===== config.mk =====
export PLATFORM = sky130hd
export DESIGN_NAME = cc_match_counter_flat
export DESIGN_NICKNAME = d
export VERILOG_FILES = /design/src/rtl/cc_timer_pkg.sv /design/src/rtl/cc_match_counter_if.sv /design/src/rtl/cc_match_detect.sv /design/src/rtl/cc_match_counter.sv /design/src/flat_wrapper.sv
export SDC_FILE = /design/constraint.sdc
export NUM_CORES = 1
export LEC_CHECK = 0
export BUFFER_PORTS_ARGS = -buffer_cell sky130_fd_sc_hd__buf_4
export CAP_MARGIN = 30
export CORE_UTILIZATION = 30
export DETAILED_ROUTE_END_ITERATION = 16
export GPL_TIMING_DRIVEN = 0
export PLACE_DENSITY = 0.54
export SYNTH_ARGS = -nofsm -noshare
export SYNTH_HDL_FRONTEND = slang
export SYNTH_HIERARCHICAL = 1
export SYNTH_SLANG_ARGS = --single-unit

===== constraint.sdc =====
create_clock -name CC_MATCH_COUNTER_CLOCK_50 -period 2.7 [get_ports CC_MATCH_COUNTER_CLOCK_50]
set_input_delay 0.27 -clock CC_MATCH_COUNTER_CLOCK_50 [delete_from_list [all_inputs] [get_ports CC_MATCH_COUNTER_CLOCK_50]]
set_output_delay 0.27 -clock CC_MATCH_COUNTER_CLOCK_50 [all_outputs]
set_load 0.05 [all_outputs]

===== src/rtl/cc_timer_pkg.sv =====
`default_nettype none
// ---------------------------------------------------------------------------
// | Module   : cc_timer_pkg                                                 |
// | Brief    : Shared constants and types for the cc_* timer/counter blocks |
// | Revision : 1.0 - initial release                                        |
// ---------------------------------------------------------------------------
package cc_timer_pkg;

  localparam logic STATE_IDLE = 1'b0;
  localparam logic STATE_RUN  = 1'b1;

  localparam int DEFAULT_WIDTH    = 8;
  localparam int DEFAULT_PRESCALE = 50;

  typedef enum logic {
    ST_IDLE = STATE_IDLE,
    ST_RUN  = STATE_RUN
  } state_t;

endpackage : cc_timer_pkg
`default_nettype wire


===== src/rtl/cc_match_counter_if.sv =====
`default_nettype none
// ---------------------------------------------------------------------------
// | Module   : cc_match_counter_if                                          |
// | Brief    : Load handshake, control and status bundle of the match       |
// |            counter. master = controlling agent, slave = counter.        |
// | Revision : 1.0 - initial release                                        |
// ---------------------------------------------------------------------------
interface cc_match_counter_if
  import cc_timer_pkg::*;
#(
  parameter int NUMBER_DATAWIDTH = DEFAULT_WIDTH
) ();

  logic                        CC_MATCH_COUNTER_loadValid_In;
  logic                        CC_MATCH_COUNTER_loadReady_Out;
  logic [NUMBER_DATAWIDTH-1:0] CC_MATCH_COUNTER_loadData_InBUS;
  logic                        CC_MATCH_COUNTER_start_In;
  logic                        CC_MATCH_COUNTER_stop_In;
  logic                        CC_MATCH_COUNTER_periodic_In;
  logic [NUMBER_DATAWIDTH-1:0] CC_MATCH_COUNTER_count_OutBUS;
  logic                        CC_MATCH_COUNTER_match_OutLow;
  logic                        CC_MATCH_COUNTER_busy_Out;

  modport master (
    output CC_MATCH_COUNTER_loadValid_In,
    input  CC_MATCH_COUNTER_loadReady_Out,
    output CC_MATCH_COUNTER_loadData_InBUS,
    output CC_MATCH_COUNTER_start_In,
    output CC_MATCH_COUNTER_stop_In,
    output CC_MATCH_COUNTER_periodic_In,
    input  CC_MATCH_COUNTER_count_OutBUS,
    input  CC_MATCH_COUNTER_match_OutLow,
    input  CC_MATCH_COUNTER_busy_Out
  );

  modport slave (
    input  CC_MATCH_COUNTER_loadValid_In,
    output CC_MATCH_COUNTER_loadReady_Out,
    input  CC_MATCH_COUNTER_loadData_InBUS,
    input  CC_MATCH_COUNTER_start_In,
    input  CC_MATCH_COUNTER_stop_In,
    input  CC_MATCH_COUNTER_periodic_In,
    output CC_MATCH_COUNTER_count_OutBUS,
    output CC_MATCH_COUNTER_match_OutLow,
    output CC_MATCH_COUNTER_busy_Out
  );

endinterface : cc_match_counter_if
`default_nettype wire


===== src/rtl/cc_match_detect.sv =====
`default_nettype none
// ---------------------------------------------------------------------------
// | Module   : cc_match_detect                                              |
// | Brief    : Combinational count-vs-target equality, active-low flag      |
// | Revision : 1.0 - initial release                                        |
// ---------------------------------------------------------------------------
module cc_match_detect
  import cc_timer_pkg::*;
#(
  parameter int WIDTH = DEFAULT_WIDTH
) (
  input  wire logic [WIDTH-1:0] count_i,
  input  wire logic [WIDTH-1:0] target_i,
  output logic                  match_n_o
);

  // Low when the running count has reached the target.
  assign match_n_o = (count_i != target_i);

endmodule : cc_match_detect
`default_nettype wire


===== src/rtl/cc_match_counter.sv =====
`default_nettype none
// ---------------------------------------------------------------------------
// | Module   : cc_match_counter                                             |
// | Brief    : Loadable up-counter that emits a one-cycle active-low pulse  |
// |            when the count reaches the target; periodic or one-shot.     |
// |            Optional prescaler: CC_MATCH_COUNTER_PRESCALE_EN             |
// | Revision : 1.0 - initial release                                        |
// ---------------------------------------------------------------------------
module cc_match_counter
  import cc_timer_pkg::*;
#(
  parameter int NUMBER_DATAWIDTH = DEFAULT_WIDTH,
  parameter int PRESCALE_DIVIDER = DEFAULT_PRESCALE
) (
  input  wire logic         CC_MATCH_COUNTER_CLOCK_50,
  input  wire logic         CC_MATCH_COUNTER_RESET_InHigh,
  cc_match_counter_if.slave bus
);

  localparam int W = NUMBER_DATAWIDTH;

  // A divider of zero would never produce a count step.
  if (PRESCALE_DIVIDER < 1) begin : g_bad_prescale
    $error("cc_match_counter: PRESCALE_DIVIDER must be >= 1");
  end

  state_t         state_q, state_d;
  logic [W-1:0]   target_q, target_d;
  logic [W-1:0]   count_q, count_d;
  logic           match_n_q, match_n_d;
  logic           busy_q, busy_d;
  logic           ready_q, ready_d;
  logic           match_n;
  logic           step;

  cc_match_detect #(
    .WIDTH (W)
  ) u_match_detect (
    .count_i   (count_q),
    .target_i  (target_q),
    .match_n_o (match_n)
  );

`ifdef CC_MATCH_COUNTER_PRESCALE_EN
  localparam int PW = (PRESCALE_DIVIDER > 1) ? $clog2(PRESCALE_DIVIDER) : 1;
  localparam logic [PW-1:0] PRESC_LAST = PW'(PRESCALE_DIVIDER - 1);

  logic [PW-1:0] presc_q;

  // Prescaler is held at zero in IDLE so every RUN entry starts a full interval.
  always_ff @(posedge CC_MATCH_COUNTER_CLOCK_50 or posedge CC_MATCH_COUNTER_RESET_InHigh) begin
    if (CC_MATCH_COUNTER_RESET_InHigh) begin
      presc_q <= '0;
    end else if (state_q == ST_IDLE || presc_q == PRESC_LAST) begin
      presc_q <= '0;
    end else begin
      presc_q <= presc_q + 1'b1;
    end
  end

  assign step = (presc_q == PRESC_LAST);
`else
  assign step = 1'b1;
`endif

  // Next-state, target/count update and match pulse generation.
  always_comb begin
    state_d   = state_q;
    target_d  = target_q;
    count_d   = count_q;
    match_n_d = 1'b1;
    case (state_q)
      ST_IDLE: begin
        if (bus.CC_MATCH_COUNTER_loadValid_In) begin
          target_d = bus.CC_MATCH_COUNTER_loadData_InBUS;
        end
        // Start qualifies against the target already held, not one loading now.
        if (bus.CC_MATCH_COUNTER_start_In && !bus.CC_MATCH_COUNTER_stop_In &&
            (target_q != '0)) begin
          state_d = ST_RUN;
          count_d = '0;
        end
      end
      ST_RUN: begin
        if (step && !match_n) begin
          // A match step always pulses; a concurrent stop only cancels the restart.
          match_n_d = 1'b0;
          if (bus.CC_MATCH_COUNTER_periodic_In && !bus.CC_MATCH_COUNTER_stop_In) begin
            count_d = '0;
          end else begin
            state_d = ST_IDLE;
          end
        end else if (bus.CC_MATCH_COUNTER_stop_In) begin
          state_d = ST_IDLE;
        end else if (step) begin
          count_d = count_q + 1'b1;
        end
      end
      default: begin
        state_d = ST_IDLE;
      end
    endcase
    busy_d  = (state_d == ST_RUN);
    ready_d = (state_d == ST_IDLE);
  end

  // State and registered outputs.
  always_ff @(posedge CC_MATCH_COUNTER_CLOCK_50 or posedge CC_MATCH_COUNTER_RESET_InHigh) begin
    if (CC_MATCH_COUNTER_RESET_InHigh) begin
      state_q   <= ST_IDLE;
      target_q  <= '0;
      count_q   <= '0;
      match_n_q <= 1'b1;
      busy_q    <= 1'b0;
      ready_q   <= 1'b1;
    end else begin
      state_q   <= state_d;
      target_q  <= target_d;
      count_q   <= count_d;
      match_n_q <= match_n_d;
      busy_q    <= busy_d;
      ready_q   <= ready_d;
    end
  end

  assign bus.CC_MATCH_COUNTER_loadReady_Out = ready_q;
  assign bus.CC_MATCH_COUNTER_count_OutBUS  = count_q;
  assign bus.CC_MATCH_COUNTER_match_OutLow  = match_n_q;
  assign bus.CC_MATCH_COUNTER_busy_Out      = busy_q;

endmodule : cc_match_counter
`default_nettype wire


===== src/flat_wrapper.sv =====
// flat-port wrapper written by rule: the top's interface ports become plain ports
module cc_match_counter_flat import cc_timer_pkg::*;
#(
  parameter int NUMBER_DATAWIDTH = DEFAULT_WIDTH,
  parameter int PRESCALE_DIVIDER = DEFAULT_PRESCALE
)
  (CC_MATCH_COUNTER_CLOCK_50, CC_MATCH_COUNTER_RESET_InHigh, bus_CC_MATCH_COUNTER_loadValid_In, bus_CC_MATCH_COUNTER_loadReady_Out, bus_CC_MATCH_COUNTER_loadData_InBUS, bus_CC_MATCH_COUNTER_start_In, bus_CC_MATCH_COUNTER_stop_In, bus_CC_MATCH_COUNTER_periodic_In, bus_CC_MATCH_COUNTER_count_OutBUS, bus_CC_MATCH_COUNTER_match_OutLow, bus_CC_MATCH_COUNTER_busy_Out);
  cc_match_counter_if #(.NUMBER_DATAWIDTH(NUMBER_DATAWIDTH)) bus_i ();
  input  wire logic CC_MATCH_COUNTER_CLOCK_50;
  input  wire logic CC_MATCH_COUNTER_RESET_InHigh;
  input wire logic [$bits(bus_i.CC_MATCH_COUNTER_loadValid_In)-1:0] bus_CC_MATCH_COUNTER_loadValid_In;
  output wire logic [$bits(bus_i.CC_MATCH_COUNTER_loadReady_Out)-1:0] bus_CC_MATCH_COUNTER_loadReady_Out;
  input wire logic [$bits(bus_i.CC_MATCH_COUNTER_loadData_InBUS)-1:0] bus_CC_MATCH_COUNTER_loadData_InBUS;
  input wire logic [$bits(bus_i.CC_MATCH_COUNTER_start_In)-1:0] bus_CC_MATCH_COUNTER_start_In;
  input wire logic [$bits(bus_i.CC_MATCH_COUNTER_stop_In)-1:0] bus_CC_MATCH_COUNTER_stop_In;
  input wire logic [$bits(bus_i.CC_MATCH_COUNTER_periodic_In)-1:0] bus_CC_MATCH_COUNTER_periodic_In;
  output wire logic [$bits(bus_i.CC_MATCH_COUNTER_count_OutBUS)-1:0] bus_CC_MATCH_COUNTER_count_OutBUS;
  output wire logic [$bits(bus_i.CC_MATCH_COUNTER_match_OutLow)-1:0] bus_CC_MATCH_COUNTER_match_OutLow;
  output wire logic [$bits(bus_i.CC_MATCH_COUNTER_busy_Out)-1:0] bus_CC_MATCH_COUNTER_busy_Out;
  assign bus_i.CC_MATCH_COUNTER_loadValid_In = bus_CC_MATCH_COUNTER_loadValid_In;
  assign bus_CC_MATCH_COUNTER_loadReady_Out = bus_i.CC_MATCH_COUNTER_loadReady_Out;
  assign bus_i.CC_MATCH_COUNTER_loadData_InBUS = bus_CC_MATCH_COUNTER_loadData_InBUS;
  assign bus_i.CC_MATCH_COUNTER_start_In = bus_CC_MATCH_COUNTER_start_In;
  assign bus_i.CC_MATCH_COUNTER_stop_In = bus_CC_MATCH_COUNTER_stop_In;
  assign bus_i.CC_MATCH_COUNTER_periodic_In = bus_CC_MATCH_COUNTER_periodic_In;
  assign bus_CC_MATCH_COUNTER_count_OutBUS = bus_i.CC_MATCH_COUNTER_count_OutBUS;
  assign bus_CC_MATCH_COUNTER_match_OutLow = bus_i.CC_MATCH_COUNTER_match_OutLow;
  assign bus_CC_MATCH_COUNTER_busy_Out = bus_i.CC_MATCH_COUNTER_busy_Out;
  cc_match_counter #(.NUMBER_DATAWIDTH(NUMBER_DATAWIDTH), .PRESCALE_DIVIDER(PRESCALE_DIVIDER)) u_core (.CC_MATCH_COUNTER_CLOCK_50(CC_MATCH_COUNTER_CLOCK_50), .CC_MATCH_COUNTER_RESET_InHigh(CC_MATCH_COUNTER_RESET_InHigh), .bus(bus_i));
endmodule

==> results of run 1 <==
[layout make-up]
class                   count  share of cell area [%]
plain buffers               4                    1.88
clock buffers               3                    1.78
clock inverters             1                   0.395
inverters                   4                    1.38
multi-input cells          65                    38.3
flip-flops and latches     19                    37.7
well taps                  44                    4.34
repair buffers             24                    14.2
[worst paths after layout]
kind	endpoint	slack [ns]	cells past startpoint
min in group CC_MATCH_COUNTER_CLOCK_50	u_core/target_q[0]	0.20	2
hold reg to reg	u_core/target_q[0]	0.56	1
max in group asynchronous	u_core/target_q[0]	2.18	2
setup / recovery	u_core/bus.CC_MATCH_COUNTER_count_OutBUS[7]	0.54	10
setup reg to reg	u_core/bus.CC_MATCH_COUNTER_count_OutBUS[7]	0.54	10
hold / removal	u_core/bus.CC_MATCH_COUNTER_count_OutBUS[6]	0.07	2
[metrics by stage]
stage                     instances  instance area [um2]  setup slack [ns]
final                           164                 1270             0.538
after global routing            164                 1270             0.439
after CTS                       164                 1270             0.537
after detailed placement        160                 1240             0.579
after global placement          160                 1240             0.578
after floorplan                  92                 1000             0.477
[cell usage after synthesis, types with 2 or more instances]
cell type  instances
nor3b_1            2
inv_1              3
dfstp_2            2
mux2_2             8
o21ai_0            4
nand2b_1           2
xor2_1             8
nand3_1            8
or4_1              2
nand2_1            6
nor3_1             2
dfrtp_1           17
nor2b_1            2
nor4_1             2
clkbuf_1           2
[power breakdown]
| part | switching, uW | internal [uW] |
|---|---|---|
| logic | 200 | 135 |
| registers | 72.8 | 339 |
| clock network | 88.0 | 55.2 |
| total | 361 | 530 |
[state kept, by name, indices dropped and copies added, names as in the netlist]
signal,cells
u_core/bus.CC_MATCH_COUNTER_loadReady_Out,1
u_core/bus.CC_MATCH_COUNTER_count_OutBUS,8
u_core/bus.CC_MATCH_COUNTER_busy_Out,1
u_core/bus.CC_MATCH_COUNTER_match_OutLow,1
u_core/target_q,8
[metal layers]
layer	vias up	wire (um)	track usage (%)
met3	2	132	4.11
met2	28	978	21.7
met4	0	9	2.99
met5	-	0	0
li1	389	-	-
met1	398	1030	18.9
[cells by family (layout without fill, tap and decap cells)]
| logic type | count (synthesis) | count (layout) | share of synthesized area [%] |
|---|---|---|---|
| buffers and inverters | 8 | 36 | 4.11 |
| AO/OA/AOI/OAI | 14 | 14 | 11.6 |
| flip-flops | 19 | 19 | 47.6 |
| adder cells (fa/ha/maj) | 1 | 1 | 1.25 |
| XOR/XNOR | 8 | 8 | 6.97 |
| multiplexers | 8 | 8 | 8.97 |
| AND/OR/NAND/NOR | 34 | 34 | 19.6 |
==> run metrics, run 1 <==
clock tree from TritonCTS=yes; CP max FO=10; critical path type=reg2reg; Buffers on Ports=24; setup violators final=0; Slew @ Worst Pin=roughly 0.70 ns; Crit path arrival time=roughly 2.4 ns; final slew viol count=0; worst r2r src=u_core/bus.CC_MATCH_COUNTER_count_OutBUS[4]; PostCTS Resize Cnt=0; commonest non-fill, non-tap cell in the layout=buf_4; ANT cells=0; clock buffer depth=2; overall power=891 uW; maximum vdd drop=slightly above 300 uV; setup TNS=0 ns; core area=3100 um2; DRT antenna net count=0; placed wire-length estimate=approximately 1600 um; f_max=~460 MHz; clock transition at the registers of the reported paths=~0.11 ns; Clk Latency, worst-skew pair=~0.30 ns; Synth async-reset ratio=100%; CTS buffer count=3; fillers=337; RSZ-0062 raised after global routing=false; crit path launch type=flop; post-synth top area share=a little over two fifths; Area growth, synth to finish=26.2%; GRT overflow=0; Core Util, Final=40.8%; initial antenna violation count=0; mean post-synth cell area=between 10 and 15 um2; vias in the first global route=785; Worst setup EP type=flop; status=finished, final reports clean; final wirelength=around 2200 um; Synth Flop Type=dfrtp_1; Root Driver=clkbuf_4; Syn Inst Count=between 90 and 100; area occupied by multi-input gates=485 um2; total leakage power=between 0.0005 and 0.0006 uW; Post-Syn Area=1000 um2; hold slack=0.0680 ns; yosys warns=6; first-pass GRT wire length=3710 um; die height=59.9 um; I/O pin cnt=25; GRT Util Overall=13.9%; fin crit share=between 80% and 90%; PwrDens=between 700 and 800 nW/um2; routability cong.=0.748; clk sinks=19; post-synthesis cell type count=37; Worst Hold Class=in2async; highest-count cells in the layout ignoring fill and taps=buf_4, dfrtp_1, nand3_1, mux2_2, xor2_1; Hold Fails Final Rpt=0; Die W=~60 um; total setup buffers inserted after CTS=0; CP Cell Sequence=xor2_1 -> nor4_1 -> nand2_1 -> buf_2 -> o21ai_0 -> nand2b_1 -> and2_1 -> buf_6 -> inv_4 -> o221ai_2; CP delay by family, top=simple AND/OR/NAND/NOR gates; CP peak stage delay=0.49 ns; max_cap viols=0; sequential area share after synthesis=a little under half; initial drt markers=15; total vias in the final route=817; largest cells by area after synthesis=dfrtp_1, mux2_2, xor2_1, dfstp_2, nand3_1; syn_nets=107; Final min period=~2.2 ns; H-Tree Depth=1; post-DR wirelength/cell=about 13 um; routed vias/inst=approximately 5.0; Yosys top cell by area=dfrtp_1; row count=20; first-pass iteration count of the detailed router=4; CP required=between 2 and 3 ns; Layout Nets=136; share of cells above drive strength 1=roughly two fifths; Max transition margin=a little over half; flops & latches, synth=19; die area=approximately 3600 um2; Worst path slowest cell=dfrtp_1; sequential cell area=478 um2; largest net degree at the start of global routing=20; EDFF count, synth=0; Initial Utilization=between 30% and 40%; hold_buf cts=0; Worst setup startpoint=u_core/bus.CC_MATCH_COUNTER_count_OutBUS[4]; Crit path buffers/inverters=3; Worst Skew=0.0113 ns; Residual DRC=0
Power figures use the tool's default switching activity.
==> run 2: changes to the inputs <==
--- a/config.mk
+++ b/config.mk
@@ -5,6 +5,7 @@
 export SDC_FILE = /design/constraint.sdc
 export NUM_CORES = 1
 export LEC_CHECK = 0
+export ABC_AREA = 1
 export BUFFER_PORTS_ARGS = -buffer_cell sky130_fd_sc_hd__buf_4
 export CAP_MARGIN = 30
 export CORE_UTILIZATION = 30
==> constraint.sdc (replaced) <==
create_clock -name CC_MATCH_COUNTER_CLOCK_50 -period 2.18 [get_ports CC_MATCH_COUNTER_CLOCK_50]
set_input_delay 0.218 -clock CC_MATCH_COUNTER_CLOCK_50 [delete_from_list [all_inputs] [get_ports CC_MATCH_COUNTER_CLOCK_50]]
set_output_delay 0.218 -clock CC_MATCH_COUNTER_CLOCK_50 [all_outputs]
set_load 0.05 [all_outputs]
==> run 2 against run 1 <==
  * Clock power is 28% higher
  * Worst setup slack worse by 0.056 ns
  * Flip-flop and latch count stayed put
  * Highest routed layer unchanged
==> run metrics, run 2 <==
status=finished, final reports clean; RR Endpoint=u_core/bus.CC_MATCH_COUNTER_count_OutBUS[5]; list of most frequent post-synthesis cells=nand2_1, dfrtp_1, nor2_1, inv_1, nand3_1; CP required=roughly 2.4 ns; I/O pin cnt=25; CP max FO=10; Synth Area in Adders=roughly 1.2%; share of cells above drive strength 1=a little under a third; H-Tree Depth=1; Worst Skew=slightly above 0.005 ns; initial antenna violation count=0; pre-CTS setup slack=approximately 0.48 ns; sequential area share after synthesis=between 40% and 50%; setup TNS=0 ns; final instance area=1350 um2; routed vias/inst=between 4 and 5; Buffers on Ports=24; final wirelength=between 2000 and 2500 um; Synth Area in Simple Gates=33.4%; PwrDens=between 600 and 700 nW/um2; commonest non-fill, non-tap cell in the layout=nand2_1; Hold Fails Final Rpt=0; Final min period=approximately 1.7 ns; clock tree from TritonCTS=yes; worst r2r src=u_core/bus.CC_MATCH_COUNTER_count_OutBUS[1]; maximum vdd drop=388 uV; FF-to-FF path depth=10; max_cap viols=0; routability cong.=0.783; first-pass GRT wire length=between 4000 and 5000 um; Syn Inst Count=134; GRT overflow=0; crit path launch type=flop; count leader, synth=nand2_1; setup violators final=0; Worst path slowest cell=dfrtp_1; Worst setup startpoint=u_core/bus.CC_MATCH_COUNTER_count_OutBUS[1]; core area=~3400 um2; CTS buffer count=3; DRT antenna net count=0; mean post-synth cell area=between 8 and 9 um2; mux cell area share after synthesis=under 10%; Die W=slightly above 60 um; EDFF count, synth=0; placed cells=204; CP peak stage delay=0.47 ns; Crit path buffers/inverters=1; critical path type=reg2reg; first-pass iteration count of the detailed router=4; total leakage power=roughly 0.00066 uW; Synth async-reset ratio=100%; GRT Util Overall=between 10% and 20%; flops & latches, synth=19; area fraction in compound gates after synthesis=under 10%; Residual DRC=0; Slew @ Worst Pin=between 0.7 and 0.8 ns; clk sinks=19; Synth Flop Type=dfrtp_1; initial drt markers=between 40 and 50; hold_buf cts=0; placed wire-length estimate=1800 um; setup ws final=~0.48 ns; Top cell by count, worst path=nand2_1; RSZ-0062 raised after global routing=false; Synth Area in XOR/XNOR=approximately 4%; Post-Syn Area=approximately 1100 um2; largest cells by area after synthesis=dfrtp_1, nand2_1, mux2_2, nor2_1, dfstp_2; post-synthesis cell type count=21; Initial Utilization=approximately a third; post-DR wirelength/cell=approximately 11 um; die area=3860 um2; final slew viol count=0; Area growth, synth to finish=24.5%; clock transition at the registers of the reported paths=between 0.1 and 0.15 ns; CP delay by family, top=simple AND/OR/NAND/NOR gates; Worst setup EP type=flop; highest-count cells in the layout ignoring fill and taps=nand2_1, buf_4, nor2_1, dfrtp_1, inv_1; ANT cells=0; fin crit share=about 80%; total setup buffers inserted after CTS=0; yosys warns=6; Worst Hold Class=in2async; Root Driver=clkbuf_4; CP Cell Sequence=inv_1 -> nand2_1 -> nand2_1 -> nand2_1 -> nor2_1 -> nand2_1 -> o21ai_4 -> nand2_8 -> nand2_1 -> nand2_1; f_max=roughly 590 MHz; reg-to-reg slack, setup=about 0.48 ns; die height=between 60 and 70 um; critical path depth in cells=10; Crit path arrival time=~1.9 ns; Max transition margin=between 50% and 60%; clock buffer depth=2; Layout Nets=around 180; vias in the first global route=approximately 950; Placed Area=roughly 1300 um2; Layout Cells excl Fill=roughly 210; Clk Latency, worst-skew pair=roughly 0.30 ns; post-synth top area share=between 30% and 40%; total vias in the final route=between 900 and 1,000; PostCTS Resize Cnt=0; Yosys top cell by area=dfrtp_1; main combinational cell family by area after synthesis=simple AND/OR/NAND/NOR gates; row count=21; largest net degree at the start of global routing=20; syn_nets=149
## run 2: cell count changes in the layout (fill, tap and decap cells not counted), sizes merged, moves of 2 or more
cell,before,now
nand2,6,48
nor2,1,21
inv,4,15
xor2,8,0
xnor2,0,5
o21ai,4,1
or4,3,0
buf,26,24
clkbuf,5,3
nand2b,2,0
nor2b,2,0
nor3b,2,0
nor4,2,0
o211ai,2,0
## run 2: worst max path at each step
| stage | end | slack, ns |
|---|---|---|
| finish | u_core/bus.CC_MATCH_COUNTER_count_OutBUS[5] | 0.48 |
| global route | u_core/bus.CC_MATCH_COUNTER_count_OutBUS[5] | 0.31 |
| CTS | u_core/bus.CC_MATCH_COUNTER_count_OutBUS[2] | 0.46 |
| detailed placement | u_core/bus.CC_MATCH_COUNTER_count_OutBUS[5] | 0.48 |
| global placement | u_core/bus.CC_MATCH_COUNTER_count_OutBUS[5] | 0.46 |
| floorplan | u_core/bus.CC_MATCH_COUNTER_count_OutBUS[5] | 0.41 |
## run 2: power breakdown
part,switching [uW],internal (uW)
Combinational,145,103
Sequential,46.7,394
Clock,115,68.4
Total,306,565
## run 2: cell families after synthesis
| logic type | Yosys count |
|---|---|
| compound gates | 5 |
| xor+xnor | 5 |
| fa+ha+maj | 1 |
| buf+inv | 15 |
| flops | 19 |
| mux | 8 |
| simple gates | 81 |
## run 2: layout make-up
| cell class | instances | area [um2] |
|---|---|---|
| tap | 46 | 57.6 |
| sequential | 19 | 478 |
| clock buffer | 3 | 22.5 |
| timing repair buffer | 24 | 180 |
| clock inverter | 1 | 5.00 |
| inverter | 15 | 56.3 |
| multi-input combinational | 100 | 551 |
| fill | 363 | 2040 |
## run 2: stage by stage
stage,util (%),total power [uW],hold slack (ns)
floorplan,-,620,0.168
global placement,39.0,693,0.388
detailed placement,39.0,698,0.399
CTS,39.8,886,0.0556
global route,39.8,931,0.0873
finish,39.8,871,0.0280
## run 2: layer usage
layer / GRT usage (%) / vias to the layer above / part of all wire, %
met1: 18.0 / 411 / 49
li1: - / 475 / -
met3: 4.23 / 2 / 4.9
met4: 2.62 / 0 / 0.71
met5: 0 / - / 0
met2: 22.8 / 20 / 45
## run 2: worst register-to-register path, delay by kind of cell (launching register included)
family                 cells  cell delay [ns]
DFF                        1             0.47
and+or+nand+nor            8             0.66
buffers and inverters      1             0.08
AOI/OAI and AO/OA          1             0.39
